[config.mk]
export PLATFORM = sky130hd
export DESIGN_NAME = sfx_scheduler_flat
export DESIGN_NICKNAME = d
export VERILOG_FILES = /design/src/rtl/sfx_scheduler_if.sv /design/src/rtl/sfx_scheduler.sv /design/src/flat_wrapper.sv
export SDC_FILE = /design/constraint.sdc
export NUM_CORES = 1
export LEC_CHECK = 0
export BUFFER_PORTS_ARGS = -buffer_cell sky130_fd_sc_hd__clkbuf_2
export CAP_MARGIN = 40
export CORE_MARGIN = 1.5
export CORE_UTILIZATION = 64
export DETAILED_ROUTE_END_ITERATION = 10
export PLACE_DENSITY = 0.84
export SLEW_MARGIN = 40
export SYNTH_ARGS = -nofsm -noshare
export SYNTH_HDL_FRONTEND = slang
export SYNTH_SLANG_ARGS = --single-unit
[constraint.sdc]
create_clock -name clk -period 3.5 [get_ports clk]
set_input_delay 0.35 -clock clk [delete_from_list [all_inputs] [get_ports clk]]
set_output_delay 0.35 -clock clk [all_outputs]
set_load 0.01 [all_outputs]
[src/rtl/sfx_scheduler_if.sv]
// ----------------------------------------------------------------------------
// sfx_scheduler_if
//   Bundle between the game FSM (master) and the buzzer sequencer (slave).
//
//   Signals
//     i_charge      game -> sched  level, button held and man squeezing
//     i_charge_lvl  game -> sched  squeeze level 0-14 (15 tolerated)
//     i_land_ok     game -> sched  one-cycle pulse, landed on block
//     i_land_fail   game -> sched  one-cycle pulse, missed block
//     i_gameover    game -> sched  one-cycle pulse, game over
//     i_mute        game -> sched  silence the buzzer (only with SFX_MUTE_EN)
//     o_scale       sched -> game  note index to buzzer, 0 = silence
//     o_beep_en     sched -> game  buzzer enable
//     o_busy        sched -> game  melody in progress
//     o_src         sched -> game  0 none, 1 charge, 2 land, 3 gameover
//
//   Optional macro: SFX_MUTE_EN adds i_mute.
// ----------------------------------------------------------------------------
interface sfx_scheduler_if;
  logic       i_charge;
  logic [3:0] i_charge_lvl;
  logic       i_land_ok;
  logic       i_land_fail;
  logic       i_gameover;
`ifdef SFX_MUTE_EN
  logic       i_mute;
`endif
  logic [3:0] o_scale;
  logic       o_beep_en;
  logic       o_busy;
  logic [1:0] o_src;

`ifdef SFX_MUTE_EN
  modport master (
    output i_charge, i_charge_lvl, i_land_ok, i_land_fail, i_gameover, i_mute,
    input  o_scale, o_beep_en, o_busy, o_src
  );
  modport slave (
    input  i_charge, i_charge_lvl, i_land_ok, i_land_fail, i_gameover, i_mute,
    output o_scale, o_beep_en, o_busy, o_src
  );
`else
  modport master (
    output i_charge, i_charge_lvl, i_land_ok, i_land_fail, i_gameover,
    input  o_scale, o_beep_en, o_busy, o_src
  );
  modport slave (
    input  i_charge, i_charge_lvl, i_land_ok, i_land_fail, i_gameover,
    output o_scale, o_beep_en, o_busy, o_src
  );
`endif
endinterface

[src/rtl/sfx_scheduler.sv]
// ----------------------------------------------------------------------------
// sfx_scheduler
//   Arbiter and note sequencer for the shared piezo buzzer. Chooses between
//   the charge tone (follows squeeze level), the landing jingles (hit/miss)
//   and the game-over melody by fixed priority, and steps short note ROMs at
//   a fixed note rate.
//
//   Ports
//     clk    system clock
//     rst_n  asynchronous active-low reset
//     bus    sfx_scheduler_if.slave (see interface file for signal list)
//
//   Parameters
//     NOTE_TICKS  clk cycles each melody note is held (>= 2)
//     CNT_W       tick counter width, 2**CNT_W > NOTE_TICKS
//
//   Optional macro: SFX_MUTE_EN. When defined, i_mute forces o_scale and
//   o_beep_en to 0 while all sequencing carries on underneath.
// ----------------------------------------------------------------------------
module sfx_scheduler #(
  parameter int NOTE_TICKS = 12500000,
  parameter int CNT_W      = 24
) (
  input  logic           clk,
  input  logic           rst_n,
  sfx_scheduler_if.slave bus
);

  typedef enum logic [1:0] {
    S_IDLE   = 2'd0,
    S_CHARGE = 2'd1,
    S_MELODY = 2'd2
  } state_e;

  // Encoding doubles as priority: a larger value preempts a smaller one.
  typedef enum logic [1:0] {
    MEL_NONE = 2'd0,
    MEL_OK   = 2'd1,
    MEL_FAIL = 2'd2,
    MEL_GO   = 2'd3
  } mel_e;

  localparam logic [CNT_W-1:0] LAST_TICK = CNT_W'(NOTE_TICKS - 1);

  function automatic logic [3:0] rom_note(mel_e m, logic [2:0] i);
    logic [3:0] n;
    n = 4'd0;
    case (m)
      MEL_OK:   case (i) 3'd0: n = 4'd5;  3'd1: n = 4'd8;  default: n = 4'd10; endcase
      MEL_FAIL: case (i) 3'd0: n = 4'd6;  default: n = 4'd3; endcase
      MEL_GO:   case (i)
                  3'd0:    n = 4'd10;
                  3'd1:    n = 4'd8;
                  3'd2:    n = 4'd6;
                  3'd3:    n = 4'd4;
                  default: n = 4'd1;
                endcase
      default:  n = 4'd0;
    endcase
    return n;
  endfunction

  function automatic logic [2:0] rom_last(mel_e m);
    logic [2:0] l;
    case (m)
      MEL_OK:   l = 3'd2;
      MEL_FAIL: l = 3'd1;
      MEL_GO:   l = 3'd4;
      default:  l = 3'd0;
    endcase
    return l;
  endfunction

  state_e           state_q;
  mel_e             mel_q;
  logic [2:0]       idx_q;
  logic [CNT_W-1:0] tick_q;
  logic [3:0]       scale_q;
  logic             beep_q;
  logic             busy_q;
  logic [1:0]       src_q;

  // Highest-priority pulse this cycle; lower simultaneous pulses are dropped.
  mel_e       pulse_mel;
  // Where to land when no melody is playing: charge tone or silence.
  state_e     rest_state;
  logic [3:0] rest_scale;
  logic       rest_beep;
  logic [1:0] rest_src;

  // NOTE: every signal assigned in always_comb gets a value on every path,
  // otherwise synthesis infers a latch to hold the old value.
  always_comb begin
    pulse_mel = MEL_NONE;
    if (bus.i_gameover)       pulse_mel = MEL_GO;
    else if (bus.i_land_fail) pulse_mel = MEL_FAIL;
    else if (bus.i_land_ok)   pulse_mel = MEL_OK;
  end

  always_comb begin
    rest_state = S_IDLE;
    rest_scale = 4'd0;
    rest_beep  = 1'b0;
    rest_src   = 2'd0;
    if (bus.i_charge) begin
      rest_state = S_CHARGE;
      // Shift of the full 4-bit level: 15 maps to 7 without special casing.
      rest_scale = 4'(bus.i_charge_lvl >> 1);
      rest_beep  = |rest_scale;
      rest_src   = 2'd1;
    end
  end

  // NOTE: state registers use non-blocking assignments so every flop samples
  // the pre-edge values, independent of statement order.
  always_ff @(posedge clk or negedge rst_n) begin
    if (!rst_n) begin
      state_q <= S_IDLE;
      mel_q   <= MEL_NONE;
      idx_q   <= 3'd0;
      tick_q  <= '0;
      scale_q <= 4'd0;
      beep_q  <= 1'b0;
      busy_q  <= 1'b0;
      src_q   <= 2'd0;
    end else begin
      if ((state_q != S_MELODY && pulse_mel != MEL_NONE) ||
          (state_q == S_MELODY && pulse_mel > mel_q)) begin
        // Start or preempt: note 0 of the new ROM appears next cycle.
        state_q <= S_MELODY;
        mel_q   <= pulse_mel;
        idx_q   <= 3'd0;
        tick_q  <= '0;
        scale_q <= rom_note(pulse_mel, 3'd0);
        beep_q  <= 1'b1;
        busy_q  <= 1'b1;
        src_q   <= (pulse_mel == MEL_GO) ? 2'd3 : 2'd2;
      end else if (state_q == S_MELODY) begin
        if (tick_q == LAST_TICK) begin
          tick_q <= '0;
          if (idx_q == rom_last(mel_q)) begin
            // Melody done: drop straight into charge tone or silence.
            state_q <= rest_state;
            mel_q   <= MEL_NONE;
            idx_q   <= 3'd0;
            scale_q <= rest_scale;
            beep_q  <= rest_beep;
            busy_q  <= 1'b0;
            src_q   <= rest_src;
          end else begin
            idx_q   <= idx_q + 3'd1;
            scale_q <= rom_note(mel_q, idx_q + 3'd1);
          end
        end else begin
          tick_q <= tick_q + CNT_W'(1);
        end
      end else begin
        // IDLE / CHARGE: re-register the charge tone every cycle.
        state_q <= rest_state;
        mel_q   <= MEL_NONE;
        idx_q   <= 3'd0;
        tick_q  <= '0;
        scale_q <= rest_scale;
        beep_q  <= rest_beep;
        busy_q  <= 1'b0;
        src_q   <= rest_src;
      end
    end
  end

`ifdef SFX_MUTE_EN
  // Mute only masks what reaches the buzzer; sequencing continues so that
  // unmuting resumes at the current note.
  assign bus.o_scale   = bus.i_mute ? 4'd0 : scale_q;
  assign bus.o_beep_en = beep_q & ~bus.i_mute;
`else
  assign bus.o_scale   = scale_q;
  assign bus.o_beep_en = beep_q;
`endif
  assign bus.o_busy    = busy_q;
  assign bus.o_src     = src_q;

endmodule
[src/flat_wrapper.sv]
// flat-port wrapper written by rule: the top's interface ports become plain ports
module sfx_scheduler_flat 
#(
  parameter int NOTE_TICKS = 12500000,
  parameter int CNT_W      = 24
)
  (clk, rst_n, bus_i_charge, bus_i_charge_lvl, bus_i_land_ok, bus_i_land_fail, bus_i_gameover, bus_o_scale, bus_o_beep_en, bus_o_busy, bus_o_src);
  sfx_scheduler_if bus_i ();
  input  logic clk;
  input  logic rst_n;
  input wire logic [$bits(bus_i.i_charge)-1:0] bus_i_charge;
  input wire logic [$bits(bus_i.i_charge_lvl)-1:0] bus_i_charge_lvl;
  input wire logic [$bits(bus_i.i_land_ok)-1:0] bus_i_land_ok;
  input wire logic [$bits(bus_i.i_land_fail)-1:0] bus_i_land_fail;
  input wire logic [$bits(bus_i.i_gameover)-1:0] bus_i_gameover;
  output wire logic [$bits(bus_i.o_scale)-1:0] bus_o_scale;
  output wire logic [$bits(bus_i.o_beep_en)-1:0] bus_o_beep_en;
  output wire logic [$bits(bus_i.o_busy)-1:0] bus_o_busy;
  output wire logic [$bits(bus_i.o_src)-1:0] bus_o_src;
  assign bus_i.i_charge = bus_i_charge;
  assign bus_i.i_charge_lvl = bus_i_charge_lvl;
  assign bus_i.i_land_ok = bus_i_land_ok;
  assign bus_i.i_land_fail = bus_i_land_fail;
  assign bus_i.i_gameover = bus_i_gameover;
  assign bus_o_scale = bus_i.o_scale;
  assign bus_o_beep_en = bus_i.o_beep_en;
  assign bus_o_busy = bus_i.o_busy;
  assign bus_o_src = bus_i.o_src;
  sfx_scheduler #(.NOTE_TICKS(NOTE_TICKS), .CNT_W(CNT_W)) u_core (.clk(clk), .rst_n(rst_n), .bus(bus_i));
endmodule
Word level (Yosys, flattened, before mapping)
Cells that the tools add are included.
{ "word_totals": {"register_bits": 39, "out_inout_bits": 8} }
{ "classes": {"add_sub_neg": 2, "n_lt_le_gt_ge": 1, "eq_ne": 15, "muxes": 44, "n_reduce_logical": 7} }
{ "op_table": {"columns": ["op", "count"], "rows": [
  ["24-bit two-way mux", 3],
  ["3-bit two-way mux", 9],
  ["24-bit by 1-bit adder with 24-bit output (second input constant)", 1],
  ["24-bit == test (second input constant)", 1],
  ["4-bit one-hot mux with 3 select lines", 2],
  ["2-bit two-way mux", 11],
  ["4-bit two-way mux", 4],
  ["4-bit one-hot mux with 4 select lines", 1],
  ["1-bit two-way mux", 12],
  ["2-bit == test (second input constant)", 5],
  ["3-bit one-hot mux with 3 select lines", 1],
  ["4-bit one-hot mux with 2 select lines", 1],
  ["3-bit by 2-bit == test with 1-bit output (second input constant)", 2],
  ["3-bit != test (second input constant)", 2],
  ["2-bit by 1-bit == test with 1-bit output (second input constant)", 2],
  ["3-bit by 1-bit adder with 3-bit output (second input constant)", 1],
  ["3-bit by 1-bit == test with 1-bit output (second input constant)", 1],
  ["3-bit == test", 1],
  ["3-bit logical NOT", 1],
  ["3-bit OR reduction", 1],
  ["2-bit > comparator", 1],
  ["1-bit logical AND", 2],
  ["2-bit != test (second input constant)", 1],
  ["2-bit AND reduction", 1],
  ["other kinds (2)", 2]
]} }

Logic depth before layout (Yosys ltp)
Gate-level depths: netlist (run 1).
{ "depth": {"word_depth": 12, "ltp_mapped": 10} }

Worst setup path before layout (run 1)
No wires, ideal clock.
{ "synth_path": {"kind": "reg-to-reg", "startpoint": "register u_core.mel_q[1]", "endpoint": "register u_core.src_q[0] (netlist: u_core.bus.o_src[0])", "t_arrival_ns": 2.213, "slack_ns": 1.183, "path_stages_with_launch": 11, "n_path_buf": 3, "path_cell_list": "dfrtp_1 -> clkbuf_1 -> inv_1 -> ha_1 -> nor2b_1 -> o21ai_1 -> and2_0 -> clkbuf_1 -> clkbuf_1 -> nor3_1 -> a221oi_1"} }
{ "synth_via": {"elab_chain_cells": 8} }
{ "synth_lines": {"columns": ["item", "line_no", "rtl"], "rows": [
  ["start: declaration", "sfx_scheduler.sv:75", "mel_e mel_q;"],
  ["start signal: assignment", "sfx_scheduler.sv:131", "mel_q <= pulse_mel;"],
  ["2-bit == test / 2-bit by 1-bit == test with 1-bit output (equally long branches)", "sfx_scheduler.sv:65", "case (m)"],
  ["3-bit one-hot mux with 3 select lines", "sfx_scheduler.sv:65", null],
  ["3-bit two-way mux", "sfx_scheduler.sv:139", "if (tick_q == LAST_TICK) begin"],
  ["3-bit two-way mux", "sfx_scheduler.sv:138", "end else if (state_q == S_MELODY) begin"],
  ["3-bit two-way mux", "sfx_scheduler.sv:127", "if ((state_q != S_MELODY && pulse_mel != MEL_NONE) ||"],
  ["3-bit == test", "sfx_scheduler.sv:141", "if (idx_q == rom_last(mel_q)) begin"],
  ["3-bit != test (no line)", null, null],
  ["2-bit AND reduction (no line)", null, null],
  ["end signal: assignment", "sfx_scheduler.sv:137", "src_q <= (pulse_mel == MEL_GO) ? 2'd3 : 2'd2;"],
  ["end signal: assignment", "sfx_scheduler.sv:149", "src_q <= rest_src;"],
  ["end signal: assignment", "sfx_scheduler.sv:166", "src_q <= rest_src;"],
  ["end: declaration", "sfx_scheduler.sv:81", "logic [1:0] src_q;"]
]} }
Parallel ways exist; a longest one is shown, timed or not. The select of a mux whose other input is x is not followed.
A chain may end at the register's enable or synchronous reset.

Final worst setup path (run 1)
{ "layout_path": {"startpoint": "register u_core.mel_q[1]", "endpoint": "register u_core.scale_q[2] (netlist: u_core.bus.o_scale[2])"} }
{ "layout_via": {"elab_chain_cells": 10} }
{ "layout_lines": {"columns": ["item", "line_no", "rtl"], "rows": [
  ["2-bit == test / 2-bit by 1-bit == test with 1-bit output (equally long branches)", "sfx_scheduler.sv:48, sfx_scheduler.sv:65", null],
  ["3-bit one-hot mux with 3 select lines", "sfx_scheduler.sv:65", null],
  ["3-bit two-way mux", "sfx_scheduler.sv:139", null],
  ["3-bit two-way mux", "sfx_scheduler.sv:138", null],
  ["3-bit two-way mux", "sfx_scheduler.sv:127", null],
  ["3-bit == test", "sfx_scheduler.sv:141", null],
  ["4-bit two-way mux", "sfx_scheduler.sv:141", null],
  ["4-bit two-way mux", "sfx_scheduler.sv:139", null],
  ["4-bit two-way mux", "sfx_scheduler.sv:138", null],
  ["4-bit two-way mux", "sfx_scheduler.sv:127", null],
  ["end signal: assignment", "sfx_scheduler.sv:134", "scale_q <= rom_note(pulse_mel, 3'd0);"],
  ["end signal: assignment", "sfx_scheduler.sv:146", "scale_q <= rest_scale;"],
  ["end signal: assignment", "sfx_scheduler.sv:152", "scale_q <= rom_note(mel_q, idx_q + 3'd1);"],
  ["end: declaration", "sfx_scheduler.sv:78", "logic [3:0] scale_q;"]
]} }
Parallel ways exist; a longest one is shown, timed or not. The select of a mux whose other input is x is not followed.

==> impl_metrics.yaml, run 1 <==
die:
  die-area_sq_um: 3820
  ioPinCount: 18
  start_util_pct: 66.3
  row_count: 21
  core_sq_um: 3340
  die_h_um: 61.8
  chipWidth_um: 61.8
drt:
  wire_per_inst_um: 14.2
  wl_um: 4320
  first_pass_iters: 4
  viasPerCell: 5.89
  drc: 0
  num_vias: 1792
  drt_iter0_drc: 139
  ant_nets: 0
sta:
  drv_slew: 0
  worst_pin_slew_ns: 0.724
  max_freq_mhz: 385
  rsz0062_at_grt: "false"
  hold_violations: 0
  setup_viol: 0
  finalCritPeriodShare_pct: 74.2
  min_period_ns: 2.60
  fin_skew_ns: 0.0259
  relSlewSlack_pct: 51.6
  fin_setup_tns_ns: 0
synth:
  synth_fp_nets: 263
  ys_warn_count: 0
  netlist_instances: 242
  syn-cell-area_sq_um: 2210
  yosysTopAreaCell: "dfrtp_1"
  synth_cell_type_count: 45
  ys_ff_latch: 37
  yosys_most_used_dff: "dfrtp_1"
  synth_edf_count: 0
  ys_async_sr_fraction_pct: 100
  synthTopCellsByArea: "dfrtp_1 (42%), xor2_1 (6.7%), ha_1 (6.2%)"
  ys_top_cells_by_count: "dfrtp_1 (37), nor2_1 (29), nand2_1 (19), xor2_1 (17), nand3_1 (15)"
  avgSynthCellArea_sq_um: 9.15
  seq_area_frac_synth_pct: 41.8
  yosysMostFrequentCell: "dfrtp_1"
  synth_top_area_share_pct: 41.8
clocking:
  clkTransAtPathRegs_ns: 0.11
  clockRootBuffer: "clkbuf_4"
  cts_setup_buffers: 0
  cts_max_level: 2
  numCtsBuffers: 5
  cts.sinks: 37
  clock_path_buffers: 2
  cts_tree: "yes"
  clk_latency_ns: 0.36
pwr:
  leakagePower_uw: 0.00103
  power.density_nw_per_um2: 559
  peakVddDrop_uv: 354
  power_uw: 1340
min_path:
  holdCritPathClass: "input pin to flop"
global_route:
  grt_pass1_vias: 1626
  grt_pass1_wl_um: 6950
  grt_use_total_pct: 24.9
  grt_max_degree: 38
  grt_antenna_before_repair: 0
  overflow: 0
place:
  globalplace.congestion: 0.855
  dp_cells: 295
  dpl_cell_area_sq_um: 2320
  port_buffers: 16
  hpwlAfterDp_um: 3150
setup_path:
  worstPathArrival_ns: 2.86
  critPathMaxFanout: 23
  crit_path_max_incr_delay_ns: 0.64
  worstSetupEndpointType: "flop"
  slowest_stage: "dfrtp_1"
  path_cells: "inv_1 > ha_1 > nor2b_1 > o21ai_1 > and2_0 > buf_4 > nand2_1 > a31oi_1"
  cp_top_family: "simple AND/OR/NAND/NOR gates"
  cp_num_buf_inv: 2
  worst_ep_required_time_ns: 3.76
  startpoint_type: "flop"
  crit_type: "flop to flop"
job:
  cap_violations: 0
layout:
  final_area_sq_um: 2390
  num_antenna_cells: 0
  final_net_count: 278
  instances_no_fill: 304
  drive_gt1_share_pct: 12.4
  areaGrowthSynthToFinish_pct: 7.91
run_status:
  status: "finished, final reports clean"
==> through the flow <==
stage | worst slack (ns) | hold WS [ns] | util [%]
6_report | 0.905 | 0.354 | 71.6
5_1_grt | 0.682 | 0.352 | 71.6
4_1_cts | 0.908 | 0.334 | 71.6
3_5_place_dp | 0.860 | 0.369 | 69.5
3_3_place_gp | 0.856 | 0.478 | 69.4
2_1_floorplan | 1.18 | 0.0544 | -
==> report_power, final <==
group	internal (uW)	switching (uW)
clock	79.5	147
sequential	488	82.7
combinational	205	334
total	773	564
==> worst min-delay path, cell delays in order <==
cell,delay [ns]
clkbuf_2,0.15
inv_1,0.07
a221oi_1,0.07
==> area by class of cell <==
class / count / area, sq um
clock buffers: 5 / 37.5
clock inverters: 3 / 22.5
fillers: 262 / 948
inverters: 9 / 33.8
multi-input cells: 185 / 1200
flip-flops and latches: 37 / 926
well taps: 46 / 57.6
repair buffers: 19 / 108
==> layout by cell type, fill, tap and decap left out, drive strengths merged, types with 4 or more instances in the layout <==
cell / instances
nor2: 30
a21oi: 9
nand3: 15
xnor2: 6
ha: 11
or3: 4
nor4: 5
o21ai: 12
and2: 5
dfrtp: 37
nand2: 19
nor3: 11
inv: 9
nand4: 7
xor2: 17
and3: 4
clkbuf: 21
==> timing repair <==
action | CTS | global route
resized for setup | 0 | 0
hold buffers | 1 | 0
endpoints found under the hold margin | 28 | 0
==> path summary, 6_finish.rpt <==
check,from,endpoint,slack [ns],cells past startpoint
max,u_core.mel_q[1]$_DFFE_PN0P_,u_core.bus.o_scale[2]$_DFFE_PN0P_,0.90,8
max in group asynchronous,rst_n,u_core.idx_q[1]$_DFFE_PN0P_,2.63,2
min in group asynchronous,rst_n,u_core.tick_q[17]$_DFF_PN0_,0.50,2
min reg2reg,u_core.tick_q[0]$_DFF_PN0_,u_core.tick_q[0]$_DFF_PN0_,0.50,1
max reg2reg,u_core.mel_q[1]$_DFFE_PN0P_,u_core.bus.o_scale[2]$_DFFE_PN0P_,0.90,8
min,bus_i_charge,u_core.bus.o_src[0]$_DFFE_PN0P_,0.35,3
==> flip-flops by register name (all words and copies together) (netlist names) <==
register / cells
u_core.tick_q: 24
u_core.bus.o_beep_en: 1
u_core.bus.o_scale: 4
u_core.state_q: 1
u_core.mel_q: 2
u_core.bus.o_src: 1
u_core.idx_q: 3
u_core.bus.o_busy: 1
==> logic make-up after synthesis <==
logic type	after synthesis	synth area share, %
flops	37	41.8
xor+xnor	23	9.10
buf+inv	20	3.79
compound gates	42	13.3
fa+ha+maj	11	6.22
simple gates	109	25.8
==> routing by layer <==
metal	track usage (%)	share of wire, %
met5	0	0
met4	9.73	0.97
met3	6.63	4.6
met2	37.1	46
met1	34.7	48
(Power assumes the default switching activity.)
==> inputs of run 2 (changes only) <==
--- a/config.mk
+++ b/config.mk
@@ -8,9 +8,9 @@
 export BUFFER_PORTS_ARGS = -buffer_cell sky130_fd_sc_hd__clkbuf_2
 export CAP_MARGIN = 40
 export CORE_MARGIN = 1.5
-export CORE_UTILIZATION = 64
+export CORE_UTILIZATION = 59
 export DETAILED_ROUTE_END_ITERATION = 10
-export PLACE_DENSITY = 0.84
+export PLACE_DENSITY = 0.79
 export SLEW_MARGIN = 40
 export SYNTH_ARGS = -nofsm -noshare
 export SYNTH_HDL_FRONTEND = slang
==> constraint.sdc (replaced) <==
create_clock -name clk -period 2.4 [get_ports clk]
set_input_delay 0.24 -clock clk [delete_from_list [all_inputs] [get_ports clk]]
set_output_delay 0.24 -clock clk [all_outputs]
set_load 0.01 [all_outputs]
==> impl_metrics.yaml, run 2 (synthesized netlist as in run 1, its figures left out) <==
clocking:
  cts_tree: "yes"
  cts_setup_buffers: 0
  clockRootBuffer: "clkbuf_8"
  clk_latency_ns: 0.29
  numCtsBuffers: 5
  clock_path_buffers: 2
  cts_max_level: 2
  cts.hold.buffers_added: 1
  cts_resized: 0
  clkTransAtPathRegs_ns: 0.07
  cts.sinks: 37
setup_path:
  cp_top_family: "simple AND/OR/NAND/NOR gates"
  startpoint_type: "flop"
  worst_ep_required_time_ns: 2.60
  worstSetupEndpointType: "flop"
  crit_path_frequent_cell: "or3_1"
  critPathMaxFanout: 11
  cp_num_buf_inv: 0
  crit_path_max_incr_delay_ns: 0.51
  crit_type: "flop to flop"
  slowest_stage: "or3_1"
  path_cells: "nor4_1 > nand4_1 > or3_1 > or3_1 > a32oi_1"
  worstPathArrival_ns: 2.42
global_route:
  grt_pass1_wl_um: 8140
  grt_use_total_pct: 25.0
  grt_antenna_before_repair: 0
  grt_max_degree: 38
  grt_pass1_vias: 1829
  overflow: 0
drt:
  wire_per_inst_um: 14.8
  wl_um: 4650
  ant_nets: 0
  drc: 0
  first_pass_iters: 4
  drt_iter0_drc: 162
  viasPerCell: 5.87
  num_vias: 1848
sta:
  setup_viol: 0
  max_freq_mhz: 452
  min_period_ns: 2.21
  relSlewSlack_pct: 63.1
  drv_slew: 0
  worst_pin_slew_ns: 0.549
  fin_skew_ns: 0.00371
  fin_setup_tns_ns: 0
  hold_violations: 0
  finalCritPeriodShare_pct: 92.2
  rsz0062_at_grt: "false"
  holdWs_ns: 0.300
place:
  port_buffers: 16
  globalplace.congestion: 0.884
  hpwlAfterDp_um: 3260
  dpl_cell_area_sq_um: 2410
layout:
  layout_commonest_cell: "dfrtp_1"
  final_net_count: 288
  top_register: "u_core.tick_q"
  areaGrowthSynthToFinish_pct: 13.2
  largest_reg_flops: 24
  drive_gt1_share_pct: 15.0
  layout_common_cells: "dfrtp_1 (37), nor2_1 (29), nand2_1 (19), xor2_1 (17)"
  final_area_sq_um: 2500
  num_antenna_cells: 0
  fillers: 309
die:
  chipWidth_um: 64.3
  core_sq_um: 3630
  die-area_sq_um: 4130
  start_util_pct: 60.9
  die_h_um: 64.3
  ioPinCount: 18
  row_count: 22
pwr:
  power.density_nw_per_um2: 879
  leakagePower_uw: 0.00110
  peakVddDrop_uv: 360
job:
  cap_violations: 0
min_path:
  holdCritPathClass: "input pin to flop"
run_status:
  status: "finished, final reports clean"
run 2: per-stage QoR:
step           utilization, %  instances  setup WS (ns)  power (uW)
6_report                 68.9        315          0.186        2200
5_1_grt                  68.9        315         0.0596        2350
4_1_cts                  68.9        315          0.201        2200
3_5_place_dp             66.3        307          0.231        1760
3_3_place_gp             66.2        307          0.273        1730
2_1_floorplan               -        242         0.0830        1410
run 2: final cells by class:
cell class	instances	area [sq um]	area share (%)
timing repair buffer	29	195	7.79
clock buffer	7	86.3	3.45
multi-input combinational	185	1200	48.1
sequential	37	926	37.0
tap	48	60.1	2.40
inverter	9	33.8	1.35
run 2: routing by layer:
metal	share of wire [%]	GRT usage, %	wire, um
met1	47	33.7	2190
met2	48	40.1	2240
met3	3.9	5.11	183
met4	0.86	8.78	40
met5	0	0	0
run 2: path summary, 6_finish.rpt:
kind	start	endpoint	slack [ns]	depth (start not counted)
worst max-delay path	u_core.tick_q[9]$_DFF_PN0_	u_core.bus.o_beep_en$_DFFE_PN0P_	0.19	5
worst min-delay path	bus_i_charge	u_core.bus.o_src[0]$_DFFE_PN0P_	0.30	3
worst max register to register	u_core.tick_q[9]$_DFF_PN0_	u_core.bus.o_beep_en$_DFFE_PN0P_	0.19	5
worst min register to register	u_core.tick_q[0]$_DFF_PN0_	u_core.tick_q[0]$_DFF_PN0_	0.50	1
max in group asynchronous	rst_n	u_core.tick_q[22]$_DFF_PN0_	1.58	2
min in group asynchronous	rst_n	u_core.tick_q[17]$_DFF_PN0_	0.48	2
run 2: power breakdown:
group	total (uW)	leakage [uW]	internal [uW]	switching [uW]
combinational	979	0.000562	410	570
clock	433	0.0000443	228	205
sequential	791	0.000489	714	77.7
total	2200	0.00110	1350	852
run 2: worst reg2reg max path: stages, from the launching register on:
cell     delay [ns]
dfrtp_1        0.42
nor4_1         0.41
nand4_1        0.17
or3_1          0.51
or3_1          0.43
a32oi_1        0.20
